[src/rtl/matrix_result_streamer.sv]
// -----------------------------------------------------------------------------
// matrix_result_streamer
//
// Takes a snapshot of a square result matrix on a capture request and streams
// it out one element per transfer, row-major, over a valid/ready handshake.
// The FSM walks IDLE -> STREAM -> DONE -> IDLE.
//
// Ports
//   clock_signal     in   rising-edge clock for all state
//   reset_signal     in   synchronous active-high reset
//   capture_request  in   pulse: snapshot matrix_input and start a stream
//   matrix_input     in   [MATRIX_SIZE][MATRIX_SIZE] x DATA_WIDTH matrix
//   stream_data      out  element at [stream_row][stream_col] of the snapshot
//   stream_row       out  row index of stream_data
//   stream_col       out  column index of stream_data
//   stream_valid     out  element/indices valid (high exactly in STREAM)
//   stream_ready     in   sink accepts the current element
//   stream_last      out  current element is the bottom-right one
//   streamer_busy    out  high in STREAM and DONE
//   stream_done      out  one-cycle pulse after the final transfer
//   capture_dropped  out  one-cycle pulse when a capture request is ignored
//
// All outputs are registers. Each output register is loaded from the value
// that the corresponding signal must have in the state being entered, so the
// outputs line up with the state register without any combinational decode.
// -----------------------------------------------------------------------------
module matrix_result_streamer #(
    parameter int MATRIX_SIZE = 4,
    parameter int DATA_WIDTH  = 8
) (
    input  logic                           clock_signal,
    input  logic                           reset_signal,
    input  logic                           capture_request,
    input  logic [DATA_WIDTH-1:0]          matrix_input [MATRIX_SIZE][MATRIX_SIZE],
    output logic [DATA_WIDTH-1:0]          stream_data,
    output logic [$clog2(MATRIX_SIZE)-1:0] stream_row,
    output logic [$clog2(MATRIX_SIZE)-1:0] stream_col,
    output logic                           stream_valid,
    input  logic                           stream_ready,
    output logic                           stream_last,
    output logic                           streamer_busy,
    output logic                           stream_done,
    output logic                           capture_dropped
);

    localparam int                IDX_W   = $clog2(MATRIX_SIZE);
    localparam logic [IDX_W-1:0]  IDX_MAX = IDX_W'(MATRIX_SIZE - 1);
    localparam logic [IDX_W-1:0]  IDX_ONE = IDX_W'(1);

    typedef enum logic [1:0] {
        ST_IDLE   = 2'd0,
        ST_STREAM = 2'd1,
        ST_DONE   = 2'd2
    } state_t;

    state_t                  state_r;
    state_t                  next_state_s;

    logic [IDX_W-1:0]        row_r;
    logic [IDX_W-1:0]        col_r;
    logic [IDX_W-1:0]        row_next_s;
    logic [IDX_W-1:0]        col_next_s;

    logic [DATA_WIDTH-1:0]   snapshot_r      [MATRIX_SIZE][MATRIX_SIZE];
    logic [DATA_WIDTH-1:0]   snapshot_next_s [MATRIX_SIZE][MATRIX_SIZE];

    logic                    accept_s;
    logic                    xfer_s;
    logic                    at_last_s;

    logic [DATA_WIDTH-1:0]   data_next_s;
    logic                    valid_next_s;
    logic                    last_next_s;
    logic                    busy_next_s;
    logic                    done_next_s;
    logic                    dropped_next_s;

    logic [DATA_WIDTH-1:0]   data_r;
    logic                    valid_r;
    logic                    last_r;
    logic                    busy_r;
    logic                    done_r;
    logic                    dropped_r;

    // Handshake qualifiers shared by the next-state and datapath logic.
    always_comb begin
        accept_s  = (state_r == ST_IDLE) && capture_request;
        xfer_s    = valid_r && stream_ready;
        at_last_s = (row_r == IDX_MAX) && (col_r == IDX_MAX);
    end

    // State register plus index and snapshot storage.
    always_ff @(posedge clock_signal) begin
        if (reset_signal) begin
            state_r <= ST_IDLE;
            row_r   <= '0;
            col_r   <= '0;
            for (int r = 0; r < MATRIX_SIZE; r++) begin
                for (int c = 0; c < MATRIX_SIZE; c++) begin
                    snapshot_r[r][c] <= '0;
                end
            end
        end else begin
            state_r <= next_state_s;
            row_r   <= row_next_s;
            col_r   <= col_next_s;
            for (int r = 0; r < MATRIX_SIZE; r++) begin
                for (int c = 0; c < MATRIX_SIZE; c++) begin
                    snapshot_r[r][c] <= snapshot_next_s[r][c];
                end
            end
        end
    end

    // Next-state decode.
    always_comb begin
        next_state_s = state_r;
        case (state_r)
            ST_IDLE: begin
                if (accept_s) begin
                    next_state_s = ST_STREAM;
                end else begin
                    next_state_s = ST_IDLE;
                end
            end
            ST_STREAM: begin
                if (xfer_s && at_last_s) begin
                    next_state_s = ST_DONE;
                end else begin
                    next_state_s = ST_STREAM;
                end
            end
            ST_DONE: begin
                next_state_s = ST_IDLE;
            end
            default: begin
                next_state_s = ST_IDLE;
            end
        endcase
    end

    // Row-major index walk; the snapshot only loads on an accepted capture,
    // so requests during STREAM/DONE and later input changes cannot disturb it.
    always_comb begin
        row_next_s = row_r;
        col_next_s = col_r;
        for (int r = 0; r < MATRIX_SIZE; r++) begin
            for (int c = 0; c < MATRIX_SIZE; c++) begin
                snapshot_next_s[r][c] = snapshot_r[r][c];
            end
        end

        if (accept_s) begin
            row_next_s = '0;
            col_next_s = '0;
            for (int r = 0; r < MATRIX_SIZE; r++) begin
                for (int c = 0; c < MATRIX_SIZE; c++) begin
                    snapshot_next_s[r][c] = matrix_input[r][c];
                end
            end
        end else if (xfer_s) begin
            if (at_last_s) begin
                row_next_s = '0;
                col_next_s = '0;
            end else if (col_r == IDX_MAX) begin
                row_next_s = row_r + IDX_ONE;
                col_next_s = '0;
            end else begin
                row_next_s = row_r;
                col_next_s = col_r + IDX_ONE;
            end
        end else begin
            row_next_s = row_r;
            col_next_s = col_r;
        end
    end

    // Output decode for the state being entered; registered below.
    always_comb begin
        valid_next_s   = (next_state_s == ST_STREAM);
        busy_next_s    = (next_state_s != ST_IDLE);
        done_next_s    = (next_state_s == ST_DONE);
        last_next_s    = (next_state_s == ST_STREAM) &&
                         (row_next_s == IDX_MAX) && (col_next_s == IDX_MAX);
        dropped_next_s = capture_request && (state_r != ST_IDLE);
        data_next_s    = snapshot_next_s[row_next_s][col_next_s];
    end

    // Output registers.
    always_ff @(posedge clock_signal) begin
        if (reset_signal) begin
            data_r    <= '0;
            valid_r   <= 1'b0;
            last_r    <= 1'b0;
            busy_r    <= 1'b0;
            done_r    <= 1'b0;
            dropped_r <= 1'b0;
        end else begin
            data_r    <= data_next_s;
            valid_r   <= valid_next_s;
            last_r    <= last_next_s;
            busy_r    <= busy_next_s;
            done_r    <= done_next_s;
            dropped_r <= dropped_next_s;
        end
    end

    assign stream_data     = data_r;
    assign stream_row      = row_r;
    assign stream_col      = col_r;
    assign stream_valid    = valid_r;
    assign stream_last     = last_r;
    assign streamer_busy   = busy_r;
    assign stream_done     = done_r;
    assign capture_dropped = dropped_r;

endmodule

[config.mk]
export PLATFORM = sky130hd
export DESIGN_NAME = matrix_result_streamer
export DESIGN_NICKNAME = d
export VERILOG_FILES = /design/src/rtl/matrix_result_streamer.sv
export SDC_FILE = /design/constraint.sdc
export NUM_CORES = 1
export LEC_CHECK = 0
export CELL_PAD_IN_SITES_DETAIL_PLACEMENT = 2
export CELL_PAD_IN_SITES_GLOBAL_PLACEMENT = 2
export CORE_MARGIN = 2
export CORE_UTILIZATION = 30
export CTS_BUF_LIST = sky130_fd_sc_hd__clkbuf_2 sky130_fd_sc_hd__clkbuf_4 sky130_fd_sc_hd__clkbuf_8
export DETAILED_ROUTE_END_ITERATION = 12
export PLACE_DENSITY = 0.81
export SYNTH_ARGS = -nofsm -noshare
export SYNTH_HDL_FRONTEND = slang
export SYNTH_SLANG_ARGS = --single-unit
export TNS_END_PERCENT = 5
[constraint.sdc]
create_clock -name clock_signal -period 2.35 [get_ports clock_signal]
set_input_delay 0.235 -clock clock_signal [delete_from_list [all_inputs] [get_ports clock_signal]]
set_output_delay 0.235 -clock clock_signal [all_outputs]
set_load 0.005 [all_outputs]
Word-level counts from Yosys, hierarchy flattened

Memories as Yosys holds them, arrays and structs flattened.
Cells that the tools add are included.

Shift-type cells: 0
Bitwise operators: 18
Multiplexer cells: 37
$lt $le $gt $ge: 2
Reduce and logical (&&, ||, !) cells: 10
Eq/ne operators: 7
Divide/modulo/power cells: 0
Multipliers: 0
Add/subtract/negate cells: 2

Operator list:

| operator              | number |
|---|---|
| $mux W8               | 18 |
| $mux W128             | 1 |
| $bmux W32 S2          | 1 |
| $mux W32              | 2 |
| $mux W2               | 9 |
| $bmux W8 S2           | 1 |
| $or A1 B1 Y1          | 16 |
| $eq A2 B2 Y1 const B  | 5 |
| $logic_and A1 B1 Y1   | 7 |
| $ge A3 B3 Y1 const B  | 2 |
| $not A2 Y3            | 2 |
| $add A2 B1 Y2 const B | 2 |
| $eq A2 B1 Y1 const B  | 2 |
| $mux W1               | 4 |
| $pmux W2 S2           | 1 |
| $reduce_bool A2 Y1    | 2 |
| $logic_not A2 Y1      | 1 |

Bits in latches: 0
Register bits: 19
Bits of input ports: 132
Word-level logic and storage cells: 86
ROM bits: 0
Bits in writable memories: 128
Memories kept: 1

Memory list:

| memory     | depth | bits a word | rd ports | clocked after Yosys merged registers in | write ports | line | text |
|---|---|---|---|---|---|---|---|
| snapshot_r | 4     | 32          | 4        | 0                                       | 4           | 64   | `logic [DATA_WIDTH-1:0] snapshot_r [MATRIX_SIZE][MATRIX_SIZE];` |

Logic depth before layout (Yosys ltp)

Gate-level depths: netlist (run 1).

Depth in word-level cells: 12
Gate-level depth with buffers: 8
Mapped depth without buffers: 7

Least setup slack after synthesis (run 1)

Ideal clock, no wire load.

Path type: reg-to-reg
Start: register col_r[0], in the netlist stream_col[0]
End: register data_r[0], in the netlist stream_data[0]
Path buffers: 1
Arrival: 1.937 ns
Cell stages (with the launch flop): 8
Required time: 2.215 ns
Setup slack: 0.278 ns
Path through: dfxtp_1 -> ha_1 -> nand3_4 -> xnor2_4 -> buf_6 -> mux2_1 -> a222oi_1 -> o32ai_1

Cells in the longest elaborated chain, start to end: 12

RTL lines:

| item                                                  | line    | text |
|---|---|---|
| start, declared                                       | 60      | `logic [IDX_W-1:0] col_r;` |
| start signal, assigned                                | 106     | `col_r <= col_next_s;` |
| $eq A2 B2 Y1                                          | 89, 165 |  |
| $mux W2 / $logic_and A1 B1 Y1 (equally long branches) | 165, 89 |  |
| $mux W2                                               | 162     | `if (at_last_s) begin` |
| $mux W2                                               | 161     | `end else if (xfer_s) begin` |
| $mux W2                                               | 153     | `if (accept_s) begin` |
| $not A2 Y3 (implied by the code)                      | 186     | `data_next_s = snapshot_next_s[row_next_s][col_next_s];` |
| $bmux W32 S2                                          | 186     |  |
| $mux W32 (implied by the code) (2 in series)          | 186     |  |
| $bmux W8 S2 (*)                                       | 186     |  |
| $mux W8 (implied by the code) (*) (2 in series)       | 186     |  |
| end signal, assigned                                  | 199     | `data_r <= data_next_s;` |
| end, declared                                         | 78      | `logic [DATA_WIDTH-1:0] data_r;` |

Mark *: on every way between the ends. The rest lies on a longest branch, timed or not. The select of a mux whose other input is x is not followed.
A chain may end at the register's enable or synchronous reset.

Worst setup path in the final report (run 1)

Start: register col_r[0], in the netlist stream_col[0]
End: register data_r[4], in the netlist stream_data[4]

Same word-level chain as after synthesis.

==> results of run 1 <==
## routing by layer
layer	track usage	vias up	part of all wire
met5	0	-	0
met4	0.111	0	0.047
met3	0.0431	54	0.042
met2	0.397	194	0.49
met1	0.266	3320	0.42
li1	-	3253	-
## critical path, delay by kind of cell, from the launching register on
kind | cells | cell delay, ps
buffers and inverters | 3 | 650
AO/OA/AOI/OAI | 3 | 550
flip-flops | 1 | 340
XOR/XNOR | 1 | 240
adder cells (fa/ha/maj) | 1 | 230
AND/OR/NAND/NOR | 1 | 130
## synthesized netlist by cell type, types with 3 or more instances
library cell,number
sky130_fd_sc_hd__nand2_1,300
sky130_fd_sc_hd__dfxtp_1,147
sky130_fd_sc_hd__a21oi_1,130
sky130_fd_sc_hd__clkbuf_1,41
sky130_fd_sc_hd__a41o_1,31
sky130_fd_sc_hd__buf_2,22
sky130_fd_sc_hd__a222oi_1,16
sky130_fd_sc_hd__o31ai_1,16
sky130_fd_sc_hd__mux2_2,14
sky130_fd_sc_hd__nand2b_1,11
sky130_fd_sc_hd__nand3_1,11
sky130_fd_sc_hd__a21o_1,10
sky130_fd_sc_hd__mux2_1,9
sky130_fd_sc_hd__a31oi_1,8
sky130_fd_sc_hd__nand3b_1,8
sky130_fd_sc_hd__o32ai_1,8
sky130_fd_sc_hd__a221oi_1,6
sky130_fd_sc_hd__buf_6,5
sky130_fd_sc_hd__buf_1,4
sky130_fd_sc_hd__nor2_1,4
sky130_fd_sc_hd__nor3_1,4
sky130_fd_sc_hd__a211oi_1,3
sky130_fd_sc_hd__and2_1,3
sky130_fd_sc_hd__ha_1,3
sky130_fd_sc_hd__nor2b_1,3
sky130_fd_sc_hd__o21ai_0,3
## through the flow
stage | total power (uW) | hold WS (ps) | utilization
2_1_floorplan | 3200 | 318 | -
3_3_place_gp | 3670 | 444 | 0.397
3_5_place_dp | 3710 | 449 | 0.397
4_1_cts | 5710 | 186 | 0.415
5_1_grt | 5920 | 198 | 0.417
6_report | 5650 | 212 | 0.417
## state kept, by name, summed over array words and instances, names as in the netlist
name / flops
snapshot_r: 128
stream_data: 8
state_r: 2
stream_col: 2
stream_row: 2
capture_dropped: 1
stream_done: 1
stream_last: 1
stream_valid: 1
streamer_busy: 1
## report_power, final
group	total (uW)	internal, uW	switching, uW
Combinational	891	452	439
Clock	2000	996	1000
Sequential	2770	2640	124
## cell families after synthesis
group | count (synthesis) | synth area share
xor gates and xnor gates | 2 | 0.00539
DFF | 147 | 0.437
adders and majority gates | 3 | 0.00558
buffers and inverters | 76 | 0.0548
AOI/OAI and AO/OA | 238 | 0.236
muxes | 23 | 0.0385
and+or+nand+nor | 357 | 0.222
## what timing repair did
action	CTS	global route
gates resized for setup	0	6
setup buffers	0	3
setup endpoints to repair	0	8
## final timing paths
check	slack (ps)	to	from
worst max-delay path	50	stream_data[4]	stream_col[0]
worst min-delay path	210	snapshot_r[1][7]	reset_signal
worst max register to register	50	stream_data[4]	stream_col[0]
worst min register to register	470	snapshot_r[0][43]	snapshot_r[0][43]
## final cells by class
cell class,instances,area share
inverters,1,0.000411
clock inverters,12,0.0141
repair buffers,204,0.219
well taps,280,0.0383
multi-input cells,623,0.378
flip-flops and latches,147,0.322
clock buffers,20,0.0288
==> results.md, run 1 <==
- The warning count from the yosys run is 0.
- Relative to the synthesized area, the layout overhead comes to 35.8%.
- The number of antenna violations at the first check in global routing is 0.
- Data on the critical path arrives at its endpoint at approximately 2600 ps.
- In the final layout, the multi-input gates occupy approximately 3500 sq um.
- The post-synthesis instance area is roughly 6700 sq um.
- After detailed routing, the number of vias per cell comes to 5.30.
- The buffer type at the clock tree root is sky130_fd_sc_hd__clkbuf_8.
- The number of hold buffers added after cts is 0.
- The clock latency reported for the late side of the worst-skew pair is 460 ps.
- Of the available clock period, the critical path in the final layout requires 0.977.
- The summed area of non-filler cells in the final layout is 9140 sq um.
- At the pin with the least slew margin, the transition time is 792 ps.
- Summed over all failing endpoints, the final setup total negative slack is 0 ps.
- Setup repair after global routing could not meet its margin everywhere.
- For this block, the initial DRC count from the detailed router was around 440.
- The worst setup timing slack at the placement stage is -226 ps.
- The post-synth net total is a little under 1000.
- Traced cell by cell, the critical path runs through ha_2, nand3_4, xnor2_4, buf_12, buf_4, o31ai_1, o31ai_1, buf_4, o32ai_1.
- Derived from the worst setup path, the maximum achievable clock frequency is 435 MHz.
- After floorplanning, the core was divided into 54 placement rows.
- The run finished with clean final reports.
- The first detailed-routing pass ran for 8 iterations.
- IR analysis of the VDD net gives a maximum drop of 0.000274 V.
- The region available for standard cell placement spans 21900 sq um.
- The standard cell with the maximum stage delay on the critical path is sky130_fd_sc_hd__o31ai_1.
- The number of antenna diodes in the final layout is 0.
- The leakage power total is about 0.0035 uW.
- For this configuration, the core starts out at a cell density of 0.307.
- In this run the power density over the cells is roughly 620 nW/um^2.
- In the synthesized netlist the async set-or-reset flop fraction comes to 0.
- Measured in cells, the most critical reg-to-reg path has a length of 9.
- Clock skew on the completed layout was measured at 7.41 ps.
- The tree built by TritonCTS fans out to 147 sinks.
- After legalization and detailed placement, the total HPWL measured approximately 20000 um.
- Across the whole layout, storage elements account for roughly 2900 sq um.
- The routed length per placed instance is ~21 um.
- The CTS buffer count is 17.
- The layout has 2481 filler cells.
- The worst path meets setup with around 54 ps of slack.
- The highest cell delay on the worst timing path is 390 ps.
- The number of standard cells after synthesis is 846.
- The maximum buffer depth of the clock tree is 2.
- By area the synthesized netlist is led by sky130_fd_sc_hd__dfxtp_1 (44%), sky130_fd_sc_hd__nand2_1 (17%), sky130_fd_sc_hd__a21oi_1 (9.7%).
- The share of the Yosys chip area taken by registers is 0.437.
- The depth of the CTS H-tree is 4.
- The library cells used most frequently in the layout, excluding fill and tap cells, are sky130_fd_sc_hd__nand2_1 (300), sky130_fd_sc_hd__dfxtp_1 (147), sky130_fd_sc_hd__clkdlybuf4s50_1 (147).
- The fraction of layout instances using a drive strength above 1 is 0.115.
- In the final design database the tool counted roughly 1100 nets.
- The proportion of netlist area held by the largest area contributor is 0.437.
- The kind of capture point of the worst setup path is a flip-flop.
- Measured along the y axis, the die boundary spans 154 um.
- The finished layout holds 1287 standard cells, fillers aside.
- The total wire length after detailed routing is ~27000 um.
- The library cell occupying the most area in the post-synthesis netlist is sky130_fd_sc_hd__dfxtp_1.
- In this run the worst path has a maximum fanout of 40.
- Measured along the x axis, the die boundary spans 154 um.
- After clock tree synthesis, the clock-pin slew on the worst setup and hold paths is ~80 ps.
- The detailed router placed approximately 6800 vias in this run.
- Routability-driven placement finished with a final weighted congestion of 0.863.
- The TritonCTS clock tree is done.
- The class of the most critical setup path is flip-flop to flip-flop.
- In the routed design, unresolved DRC markers number 0.
- Entering global routing, the biggest net connects 107 pins.
- At the worst endpoint, the required time is 2680 ps.
- Buffers placed on the I/O ports in this run total 148.
- The setup-violating endpoint count in the final report is 0.
- The number of placed instances, taps included, is 1252.
- A synthesized cell averages 7.96 sq um.
- The count of flip-flops with a built-in enable after synthesis is 0.
- The library cell used most frequently in the layout, excluding fill and tap cells, is sky130_fd_sc_hd__nand2_1.
- Counting flops and latches in the post-synthesis netlist gives 147.
- The placed instances occupy a cell area of 8700 sq um.
- For this run, the leading register cell type out of synthesis is sky130_fd_sc_hd__dfxtp_1.
- In this run the worst hold path is classified as input pin to flip-flop.
- The via count of the first global-routing pass came to 7287.
- The number of cells on the worst hold path is 2.
- Across every metal layer, demand over resource in global routing totals 0.227.
- The worst setup path is launched from a flip-flop.
- In this run the count of I/O pins placed on the die edge is 149.
- The remaining antenna violation count is 0.
- The first global-routing pass estimated 41400 um of wire.
- Measured against its own limit, the worst slew margin works out to 0.470.
- For the finished layout, the period the worst path requires is 2300 ps.
- The distinct cell type count of the synthesized netlist is 48.
- The area of the die is approximately 24000 sq um.
- The count of final hold-check violations came to 0.
- The remaining global-route overflow is 0.
- The count of maximum capacitance violations is 0.
- The number of max-slew violations in the final report is 0.
Note: power is estimated with default switching activity, not from simulation.
==> run 2: changes to the inputs <==
--- a/config.mk
+++ b/config.mk
@@ -12,6 +12,7 @@
 export CTS_BUF_LIST = sky130_fd_sc_hd__clkbuf_2 sky130_fd_sc_hd__clkbuf_4 sky130_fd_sc_hd__clkbuf_8
 export DETAILED_ROUTE_END_ITERATION = 12
 export PLACE_DENSITY = 0.81
+export REMOVE_ABC_BUFFERS = 1
 export SYNTH_ARGS = -nofsm -noshare
 export SYNTH_HDL_FRONTEND = slang
 export SYNTH_SLANG_ARGS = --single-unit
==> run 2 against run 1 <==
  * Non-clock buffer count is 8 higher
  * Total power is 5.6% higher
  * Sequential power hardly changed
  * Combinational power hardly changed
  * Sequential cell count stayed put
  * First-iteration DRC count is 33% lower
  * Sequential share of layout area is 0.43 points lower
  * Fmax is 2.0% lower
==> results.md, run 2 (synthesized netlist as in run 1, its figures left out) <==
- The class of the most critical setup path was flip-flop to flip-flop (unchanged).
- The routed length per placed instance is 19.7 um (was 21.0 um).
- The TritonCTS clock tree is done (unchanged).
- The number of violations reported at the end of detailed-routing iteration 0 is 295 (was 442).
- The count of maximum capacitance violations is 0 (unchanged).
- The number of hold buffers added after cts is 0 (unchanged).
- The smallest hold slack is 115 ps (was 212 ps).
- The worst hold-check path type is input pin to flip-flop (unchanged).
- The share of power burned in registers was 0.461 (was 0.489).
- The maximum buffer depth of the clock tree is 2 (unchanged).
- The clock-pin slew on the worst setup and hold paths is 80 ps (about the same).
- The standard cell with the maximum stage delay on the critical path is sky130_fd_sc_hd__a222oi_1 (was sky130_fd_sc_hd__o31ai_1).
- The highest cell delay on the worst timing path was 450 ps (was 390 ps).
- The initial cell density of the core is 0.307 (unchanged).
- The actual slew at the worst max-slew pin is 671 ps (was 792 ps).
- The maximum number of pins on one net before global-route repair came to 63 (was 107).
- The data arrival time of the worst path came to 2670 ps (was 2630 ps).
- Outcome: finished clean (unchanged).
- The final weighted congestion in routability-driven placement was 0.801 (was 0.863).
- The total power divided by cell area is 644 nW/um^2 (was 619 nW/um^2).
- The post-layout minimum cycle time was 2340 ps (was 2300 ps).
- The register with the most flip-flops is snapshot_r (unchanged).
- The remaining global-route overflow is 0 (unchanged).
- The number of nets in the final layout is 1137 (was 1129).
- Top library cells by usage in the layout, fill and taps aside: sky130_fd_sc_hd__nand2_1 (300), sky130_fd_sc_hd__clkdlybuf4s50_1 (147), sky130_fd_sc_hd__dfxtp_1 (145) (was sky130_fd_sc_hd__nand2_1 (300), sky130_fd_sc_hd__dfxtp_1 (147), sky130_fd_sc_hd__clkdlybuf4s50_1 (147)).
- The number of placement rows came to 54 (unchanged).
- RSZ-0062 raised after global routing: yes (unchanged).
- The kind of capture point of the worst setup path is a flip-flop (unchanged).
- The total number of vias was 6782 (was 6821).
- The number of max-slew violations in the final report was 0 (unchanged).
- The clock group share of total power is 0.390 (was 0.353).
- The via density per instance is 5.24 (was 5.30).
- The global-route usage over all layers is 0.215 (was 0.227).
- The switching part of the total came to 0.262 (was 0.277).
- The switching power came to 1560 uW (about the same).
- The number of remaining DRC errors is 0 (unchanged).
- The area added between synthesis and finish was 37.7% (was 35.8%).
- The total wire length after detailed routing is 25500 um (was 27000 um).
- The most common cell after layout, fill and taps aside is sky130_fd_sc_hd__nand2_1 (unchanged).
- The internal power component is 4410 uW (was 4090 uW).
- The filler-free cell count of the finished design is 1295 (was 1287).
- The count of final hold-check violations is 0 (unchanged).
- The number of top-level pins was 149 (unchanged).
- The fraction of layout instances using a drive strength above 1 is 0.124 (was 0.115).
- The setup-violating endpoint count in the final report came to 0 (unchanged).
- The startpoint type of the worst setup path is a flip-flop (unchanged).
- The number of fill cells is 2446 (was 2481).
- The chip height was 154 um (unchanged).
- The global-route wire length before repair was 40000 um (was 41400 um).
- The via count of the first global-routing pass came to 7227 (was 7287).
- The leakage power total is 0.00358 uW (was 0.00352 uW).
- The area of the die is 23700 sq um (unchanged).
- The buffer type at the clock tree root is sky130_fd_sc_hd__clkbuf_8 (unchanged).
- The clock latency reported for the late side of the worst-skew pair was 470 ps (was 460 ps).
- The number of detailed-route iterations in the first pass is 5 (was 8).
- The setup fix buffers added after clock tree synthesis is 0 (unchanged).
- The number of antenna violations at the first check in global routing was 0 (unchanged).
- The number of clock sinks was 147 (unchanged).
- The floorplan core area was 21900 sq um (unchanged).
- The timing-limited maximum frequency is 427 MHz (was 435 MHz).
- The number of placed cells counting well taps is 1263 (was 1252).
- The depth of the CTS H-tree is 4 (unchanged).
- The x dimension of the die is 154 um (unchanged).
- The endpoint required time on the critical path is 2680 ps (about the same).
- The post-route clock skew was 7.81 ps (was 7.41 ps).
- The flip-flop count of the largest register, all copies and words added was 128 (unchanged).
- The largest fanout of any net on the critical path is 11 (was 40).
- The count of buffers from port buffering is 148 (unchanged).
- Ordered cell list for the critical path: ha_2, nand3_4, xnor2_4, buf_8, mux2_1, a222oi_1, o32ai_1 (was ha_2, nand3_4, xnor2_4, buf_12, buf_4, o31ai_1, o31ai_1, buf_4, o32ai_1).
- The antenna diode instance count is 0 (unchanged).
- The peak ir drop on the vdd network was 0.000276 V (was 0.000274 V).
- The remaining max-slew budget at the tightest pin is 0.553 (was 0.470).
- The portion of the clock cycle consumed by the worst path in the final layout was 0.997 (was 0.977).
- The remaining antenna violation count is 0 (unchanged).
- The estimated wirelength of the detail-placed design is 18400 um (was 20200 um).
- The part of the total power dissipated in combinational logic is 0.150 (was 0.158).
- The CTS buffer count is 17 (unchanged).
run 2: worst paths after layout:
path                          start           endpoint  slack (ps)  cells past startpoint
hold reg to reg   snapshot_r[0][50]  snapshot_r[0][50]         460                      2
hold / removal         reset_signal  snapshot_r[1][17]         110                      2
setup reg to reg      stream_col[0]     stream_data[7]           7                      7
setup / recovery      stream_col[0]     stream_data[7]           7                      7
run 2: critical path, delay by kind of cell (launching register included):
family          cells  cell delay [ps]
simple gates        1              120
xor+xnor            1              290
compound gates      2              610
fa+ha+maj           1              230
flops               1              380
buf+inv             1              200
mux                 1              360
run 2: final cells by class:
cell class              instances  area (sq um)  area share
multi-input cells             623          3450       0.372
inverters                       1          3.75    0.000405
repair buffers                212          2060       0.222
clock buffers                  19           255      0.0275
flip-flops and latches        147          2950       0.318
well taps                     280           350      0.0378
clock inverters                13           206      0.0223
run 2: power by group through the flow:
stage | logic, uW | clock network [uW] | registers, uW
5_1_grt | 984 | 2480 | 2770
2_1_floorplan | 413 | 0 | 2760
3_5_place_dp | 887 | 0 | 2800
3_3_place_gp | 855 | 0 | 2800
4_1_cts | 904 | 2370 | 2750
6_report | 894 | 2330 | 2750
run 2: per-layer routing:
layer | share of wire | up-vias | global-route usage
met1 | 0.45 | 3318 | 0.267
met3 | 0.037 | 36 | 0.0437
met4 | 0.024 | 0 | 0.0760
li1 | - | 3278 | -
met2 | 0.49 | 150 | 0.368
met5 | 0 | - | 0
run 2: stage by stage:
stage	setup WS, ps	setup TNS (ps)	power, uW	cell area (sq um)	utilization
2_1_floorplan	-6110	-729110	3170	6370	-
3_3_place_gp	-177	-1080	3660	8780	0.401
3_5_place_dp	-336	-2350	3690	8780	0.401
4_1_cts	12.1	0	6030	9260	0.423
5_1_grt	-19.5	-47.1	6230	9270	0.423
6_report	7.18	0	5970	9270	0.423
run 2: timing repair:
action	CTS	global route
setup endpoints to repair	4	6
gates resized for setup	6	4
hold endpoints to repair	0	0
pin swaps	3	3
